## src/rtl/note_judge.sv

```systemverilog
// note_judge: walks a beat map stored in an external synchronous ROM, times
// each note's approach in game ticks, opens a hit window around the note
// centre and judges the player's key inside it, pulsing hit or miss once
// per note and raising done when the end-of-map marker is read.
module note_judge #(
    parameter int TICK_DIV = 250000,
    parameter int GAP_W    = 8,
    parameter int ADDR_W   = 6,
    parameter int WIN      = 4
) (
    input  logic              clk,
    input  logic              resetn,
    input  logic              map_en,
    input  logic              hit_key,
    output logic [ADDR_W-1:0] note_addr,
    input  logic [GAP_W-1:0]  note_gap,
    output logic              hit,
    output logic              miss,
    output logic              done,
    output logic              in_window,
    output logic [GAP_W-1:0]  countdown,
    output logic [ADDR_W:0]   score
);

    localparam int PRESC_W = (TICK_DIV > 2) ? $clog2(TICK_DIV) : 1;

    localparam logic [PRESC_W-1:0] TICK_LAST  = PRESC_W'(TICK_DIV - 1);
    localparam logic [GAP_W-1:0]   WIN_G      = GAP_W'(WIN);
    localparam logic [GAP_W-1:0]   WIN_P1_G   = GAP_W'(WIN + 1);
    localparam logic [GAP_W:0]     WIN_P1_W   = (GAP_W + 1)'(WIN + 1);
    localparam logic [GAP_W:0]     WLEFT_FULL = (GAP_W + 1)'(2 * WIN + 1);
    localparam logic [GAP_W:0]     WLEFT_ONE  = (GAP_W + 1)'(1);
    localparam logic [ADDR_W-1:0]  ADDR_LAST  = {ADDR_W{1'b1}};
    localparam logic [ADDR_W:0]    SCORE_MAX  = (ADDR_W + 1)'(2 ** ADDR_W);

    typedef enum logic [2:0] {
        S_IDLE,
        S_FETCH,
        S_LOAD,
        S_APPROACH,
        S_WINDOW,
        S_ADVANCE,
        S_FINISH
    } state_t;

    state_t              state_q, state_d;
    logic [PRESC_W-1:0]  presc_q, presc_d;
    logic                key_prev_q, key_prev_d;
    logic [ADDR_W-1:0]   addr_q, addr_d;
    logic [GAP_W-1:0]    cd_q, cd_d;
    logic [GAP_W:0]      wleft_q, wleft_d;
    logic [ADDR_W:0]     score_q, score_d;
    logic                hit_q, hit_d;
    logic                miss_q, miss_d;

    logic tick;
    logic press;

    assign tick  = (presc_q == TICK_LAST);
    assign press = hit_key & ~key_prev_q;

    assign note_addr = addr_q;
    assign hit       = hit_q;
    assign miss      = miss_q;
    assign done      = (state_q == S_FINISH);
    assign in_window = (state_q == S_WINDOW);
    assign countdown = cd_q;
    assign score     = score_q;

    // Next-state logic: prescaler, key edge history, note walk and hit judging.
    always_comb begin
        state_d    = state_q;
        presc_d    = presc_q;
        key_prev_d = hit_key;
        addr_d     = addr_q;
        cd_d       = cd_q;
        wleft_d    = wleft_q;
        score_d    = score_q;
        hit_d      = 1'b0;
        miss_d     = 1'b0;

        // The tick phase is re-anchored on every note load so approach timing
        // does not depend on how long the previous note took.
        if (state_q == S_IDLE || state_q == S_LOAD || tick) begin
            presc_d = '0;
        end else begin
            presc_d = presc_q + 1'b1;
        end

        case (state_q)
            S_IDLE: begin
                addr_d  = '0;
                cd_d    = '0;
                wleft_d = '0;
                if (map_en) begin
                    score_d = '0;
                    state_d = S_FETCH;
                end
            end

            S_FETCH: begin
                state_d = S_LOAD;
            end

            S_LOAD: begin
                if (note_gap == '0) begin
                    cd_d    = '0;
                    state_d = S_FINISH;
                end else if (note_gap > WIN_G) begin
                    cd_d    = note_gap;
                    state_d = S_APPROACH;
                end else begin
                    cd_d    = note_gap;
                    wleft_d = {1'b0, note_gap} + WIN_P1_W;
                    state_d = S_WINDOW;
                end
            end

            S_APPROACH: begin
                if (tick) begin
                    cd_d = cd_q - 1'b1;
                    if (cd_q == WIN_P1_G) begin
                        wleft_d = WLEFT_FULL;
                        state_d = S_WINDOW;
                    end
                end
            end

            S_WINDOW: begin
                if (tick) begin
                    cd_d    = (cd_q == '0) ? '0 : cd_q - 1'b1;
                    wleft_d = wleft_q - 1'b1;
                end
                if (press) begin
                    hit_d   = 1'b1;
                    state_d = S_ADVANCE;
                    if (score_q != SCORE_MAX) begin
                        score_d = score_q + 1'b1;
                    end
                end else if (tick && wleft_q == WLEFT_ONE) begin
                    miss_d  = 1'b1;
                    state_d = S_ADVANCE;
                end
            end

            S_ADVANCE: begin
                if (addr_q == ADDR_LAST) begin
                    cd_d    = '0;
                    state_d = S_FINISH;
                end else begin
                    addr_d  = addr_q + 1'b1;
                    state_d = S_FETCH;
                end
            end

            S_FINISH: begin
                cd_d = '0;
            end

            default: begin
                state_d = S_IDLE;
            end
        endcase

        // Dropping map_en abandons the run at once; a judgement made on the
        // same cycle is discarded so control_path never sees a late pulse.
        if (state_q != S_IDLE && !map_en) begin
            state_d = S_IDLE;
            presc_d = '0;
            cd_d    = '0;
            score_d = score_q;
            hit_d   = 1'b0;
            miss_d  = 1'b0;
        end
    end

    // State registers with synchronous active-low reset.
    always_ff @(posedge clk) begin
        if (!resetn) begin
            state_q    <= S_IDLE;
            presc_q    <= '0;
            key_prev_q <= 1'b0;
            addr_q     <= '0;
            cd_q       <= '0;
            wleft_q    <= '0;
            score_q    <= '0;
            hit_q      <= 1'b0;
            miss_q     <= 1'b0;
        end else begin
            state_q    <= state_d;
            presc_q    <= presc_d;
            key_prev_q <= key_prev_d;
            addr_q     <= addr_d;
            cd_q       <= cd_d;
            wleft_q    <= wleft_d;
            score_q    <= score_d;
            hit_q      <= hit_d;
            miss_q     <= miss_d;
        end
    end

endmodule
```

## config.mk

```make
export PLATFORM = sky130hd
export DESIGN_NAME = note_judge
export DESIGN_NICKNAME = d
export VERILOG_FILES = /design/src/rtl/note_judge.sv
export SDC_FILE = /design/constraint.sdc
export NUM_CORES = 1
export LEC_CHECK = 0
export CAP_MARGIN = 20
export CORE_ASPECT_RATIO = 0.75
export CORE_MARGIN = 1.5
export CORE_UTILIZATION = 45
export DETAILED_ROUTE_END_ITERATION = 6
export GPL_ROUTABILITY_DRIVEN = 0
export PLACE_DENSITY_LB_ADDON = 0.3
export SYNTH_ARGS = -nofsm -noshare
export SYNTH_HDL_FRONTEND = slang
export SYNTH_SLANG_ARGS = --single-unit
```

## constraint.sdc

```tcl
create_clock -name clk -period 3 [get_ports clk]
set_input_delay 0.6 -clock clk [delete_from_list [all_inputs] [get_ports clk]]
set_output_delay 0.6 -clock clk [all_outputs]
set_load 0.01 [all_outputs]
```

Yosys cells after proc, flatten, opt, wreduce, memory -nomap -nowiden
Cells that the tools add are included.

Register bits after elaboration: 54. Bits of input ports: 12.

Add/subtract/negate cells: 6. Eq/ne operators: 22. Bitwise gates (word level): 6. Magnitude comparators: 1. Mux-type cells: 29. Reductions and logical operators: 23.

Operators by type and width (number): 9-bit two-way mux (5); 8-bit two-way mux (5); 8-bit case mux with 5 select lines (1); 9-bit case mux with 4 select lines (1); 3-bit two-way mux (8); 7-bit two-way mux (3); 3-bit case mux with 7 select lines (1); 18-bit by 1-bit adder with 18-bit output, second input constant (1); 18-bit equality test, second input constant (1); 8-bit logical NOT (2); 2-bit != test, second input constant (7); 7-bit case mux with 2 select lines (1); 6-bit case mux with 2 select lines (1); 5-bit AND reduction (2); 8-bit by 3-bit adder with 9-bit output, second input constant (1); 3-bit equality test, second input constant (3); 9-bit by 1-bit equality test with 1-bit output, second input constant (1); 9-bit by 1-bit subtractor with 9-bit output, second input constant (1); 8-bit by 3-bit equality test with 1-bit output, second input constant (1); 8-bit by 3-bit greater-than comparator with 1-bit output, second input constant (1); 8-bit by 1-bit subtractor with 8-bit output, second input constant (1); 7-bit by 1-bit adder with 7-bit output, second input constant (1); 7-bit != test, second input constant (1); 6-bit by 1-bit adder with 6-bit output, second input constant (1); other kinds (23) (36).

Logic depth before layout (Yosys ltp)
Word-level depth: 5. Depth in mapped cells: 8. Mapped depth without buffers: 7.

Least setup slack after synthesis
Ideal clock, no wire load.

Kind: register to register. Start: register wleft_q[2]. End: register state_q[0]. Arrival: 2.128 ns. Data required time: 2.942 ns. Setup time: 0.058 ns. Slack: 0.814 ns. Stages on the path, launching flop included: 7. Cell sequence: dfxtp_1 -> or4_1 -> buf_2 -> or3_1 -> or4_4 -> a211oi_2 -> o221a_2.

Longest elaborated chain between the ends: 4.

Ends and longest elaborated chain: start, declared (line 51) `logic [GAP_W:0] wleft_q, wleft_d;`; start signal, assigned (line 195) `wleft_q <= wleft_d;`; 9-bit by 1-bit equality test with 1-bit output (line 140) `end else if (tick && wleft_q == WLEFT_ONE) begin`; 1-bit logical AND (line 140); 3-bit by 1-bit != test with 1-bit output (no source line); 5-bit AND reduction (no source line); end signal, assigned (line 190) `state_q <= state_d;`; end, declared (line 46) `state_t state_q, state_d;`.

No other way between the ends. A chain may end at the register's enable or synchronous reset.

Worst setup path in the final report
Start: input note_gap[6]. End: register wleft_q[3].

Longest elaborated chain between the ends: 3. Elaborated cells on any way between the ends: 5. Those cells by class: order compare: 1; eq/ne: 2; reduce/logical: 2.

Ends and longest elaborated chain: start, declared (line 16) `input logic [GAP_W-1:0] note_gap,`; 8-bit by 3-bit greater-than comparator with 1-bit output or 8-bit logical NOT (tied branches) (line 109, 106); 2-bit != test (no source line); 6-bit AND reduction (no source line) *.

Mark *: on every way between the ends. The rest lies on a longest branch, timed or not.

==> run metrics <==
sw frac roughly 42%; final setup TNS 0 ns; post-DP HPWL 6350 um; # fillers approximately 720; final wirelength roughly 8500 um; fin. max-slew vios 0; design area between 0.004 and 0.005 mm2; Leak 1.44 nW; Core Area about 0.0074 mm2; final setup fails 0; Rel. slew slack about two fifths; GRT Overall Usage around a fifth; port bufs 36; predominant post-synthesis flop cell dfxtp_1; Post-Syn Instances 429; Clock Tree Buf Depth 2; sequential area share after synthesis 31.6%; crit path time final roughly 2.5 ns; grt total ovfl 0; Final Hold Fails 0; synthesized net count roughly 450; CP required between 3 and 4 ns; layout cells sized above 1 9.17%; setup bufs post-CTS 0; pin count of the biggest net entering global routing 27; Starting Density a little under half; Yosys reg bits 54; initial antenna violation count 0; sequential power share 28.8%; switching power 0.00140 W; synthesized area per cell around 8 um2; Clock Power Share between 10% and 20%; fraction of registers with async set/reset 0%; VDD IR max 418 uV; Area Growth Syn to Fin 18.5%; initial drt markers 188; combinational power share 53.1%; max_cap viols 0; skew final roughly 0.016 ns; drt drc 0; DRT antenna net count 0; Peak Freq 393 MHz; H-tree depth 2; width of the chip 104 um; placed cell areas 0.00391 mm2; most common cell after layout, fill and taps aside dfxtp_1; number of warnings issued by yosys 0; peak fanout along the critical path 7; multi-input gate area in the final layout around 0.0021 mm2; pwr/cell area about 820 mW/mm2; antenna cells 0; CTS Hold Bufs 0; worst skew pair latency between 0.3 and 0.4 ns; EDFF count, synth 0; CTS sink cnt 54; RSZ-0062 raised after global routing false; routed len/inst ~15 um; clock root buffer clkbuf_8; FP Rows 27; nets@finish 491; DR vias 3232; die height 78.5 um; die footprint 0.00813 mm2; TritonCTS clock tree built; IO Count 37; Power Internal a little under 0.002 W; status completed; most frequent cells in the layout dfxtp_1 (54), nor2_1 (45), nand2_1 (36), clkdlybuf4s50_1 (36), xnor2_1 (30); vias in the first global route 2899; first-pass GRT wire length between 10000 and 15000 um; Synth Cell Area 0.00342 mm2; CP Launch Type input pin; Via density between 5 and 6; CP Class input pin to flop; crit path DAT about 2.7 ns; final period utilization a little over four fifths; Hold WC Path Type flop to flop; post-cts resize count 0; Register Area ~0.0011 mm2; worst slew pin tran between 0.9 and 1 ns; Clock transition at path regs roughly 0.090 ns; synth unique cells 65; DRT Pass-1 Iters 5; CTS Buf Count 5; Crit. End Element flop
[critical path, stage by stage]
cell,delay (ns)
clkdlybuf4s50_1,0.51
nor4_1,0.50
a31oi_1,0.24
nand2b_1,0.21
or3_1,0.36
buf_4,0.20
mux2i_1,0.12
[per-stage QoR]
stage	hold WS, ns	util [%]	total power (W)	instances	setup WS (ns)
final	0.467	55.0	0.00333	570	0.455
after global routing	0.495	55.0	0.00356	570	0.375
after CTS	0.478	55.0	0.00332	570	0.460
after detailed placement	0.454	53.0	0.00270	562	0.170
after global placement	0.443	53.0	0.00267	562	0.326
after floorplan	0.426	-	0.00222	429	0.814
[registers in the layout, summed over array words and instances (netlist names), 3 cells and up]
name / count
presc_q: 18
wleft_q: 9
note_addr: 6
score: 7
countdown: 8
state_q: 3
[area by class of cell]
cell class	instances	area share (%)
multi-input combinational	332	52.6
sequential	54	26.7
timing repair buffer	52	11.9
tap	101	3.12
inverter	23	2.13
clock buffer	6	2.04
clock inverter	2	1.48
[worst paths after layout]
path                                                end  cells past startpoint  slack (ns)                     from
worst max-delay path            wleft_q[3]$_SDFFE_PN0P_                      7        0.45              note_gap[6]
worst min-delay path              presc_q[0]$_SDFF_PP0_                      1        0.47    presc_q[0]$_SDFF_PP0_
worst max register to register  state_q[0]$_SDFFE_PP0P_                      5        0.67  wleft_q[2]$_SDFFE_PN0P_
worst min register to register    presc_q[0]$_SDFF_PP0_                      1        0.47    presc_q[0]$_SDFF_PP0_
[layer usage]
metal	vias up	global-route usage (%)	part of all wire, %
met2	109	31.3	42
met3	9	3.74	6.3
li1	1597	-	-
met5	-	0	0
met1	1517	31.7	51
met4	0	5.69	0.90
[power by group through the flow]
stage	clock, W	sequential (W)	combinational (W)
floorplan	0	0.000952	0.00127
global placement	0	0.000968	0.00170
detailed placement	0	0.000969	0.00173
CTS	0.000618	0.000952	0.00175
global route	0.000647	0.000975	0.00193
finish	0.000605	0.000959	0.00177
[cells by family (layout without fill, tap and decap cells)]
family                   after synthesis  count (layout)  share of synthesized area [%]
AND/OR/NAND/NOR                      181             181                           27.6
buffers and inverters                 43              83                           6.01
flip-flops                            54              54                           31.6
AO/OA/AOI/OAI                         94              94                           18.7
multiplexers                           7               7                           2.05
adder cells (fa/ha/maj)               11              11                           4.03
XOR/XNOR                              39              39                           10.0
[cells in the mapped netlist (all sizes together), types with 3 or more instances]
library cell   n  share of area, %
a211oi        15               3.4
a21o           3              0.66
a21oi         15               2.2
a22oi          3              0.66
a31oi          3              0.55
and2          11               2.1
and3           3              0.55
buf            4              0.84
clkbuf        16               2.6
dfxtp         54                32
ha            11               4.0
inv           23               2.5
mux2i          7               2.1
nand2         36               4.0
nand2b         8               1.5
nand3         14               2.1
nand4          4              0.73
nor2          45               4.9
nor2b          3              0.55
nor3          19               2.8
nor3b          3              0.66
nor4           8               1.5
o2111ai        3              0.77
o21ai         20               2.9
o22ai          9               1.6
or3            6               1.1
or3b           4               1.0
or4            3              0.81
xnor2         30               7.7
xor2           9               2.3
Power figures use the tool's default switching activity.
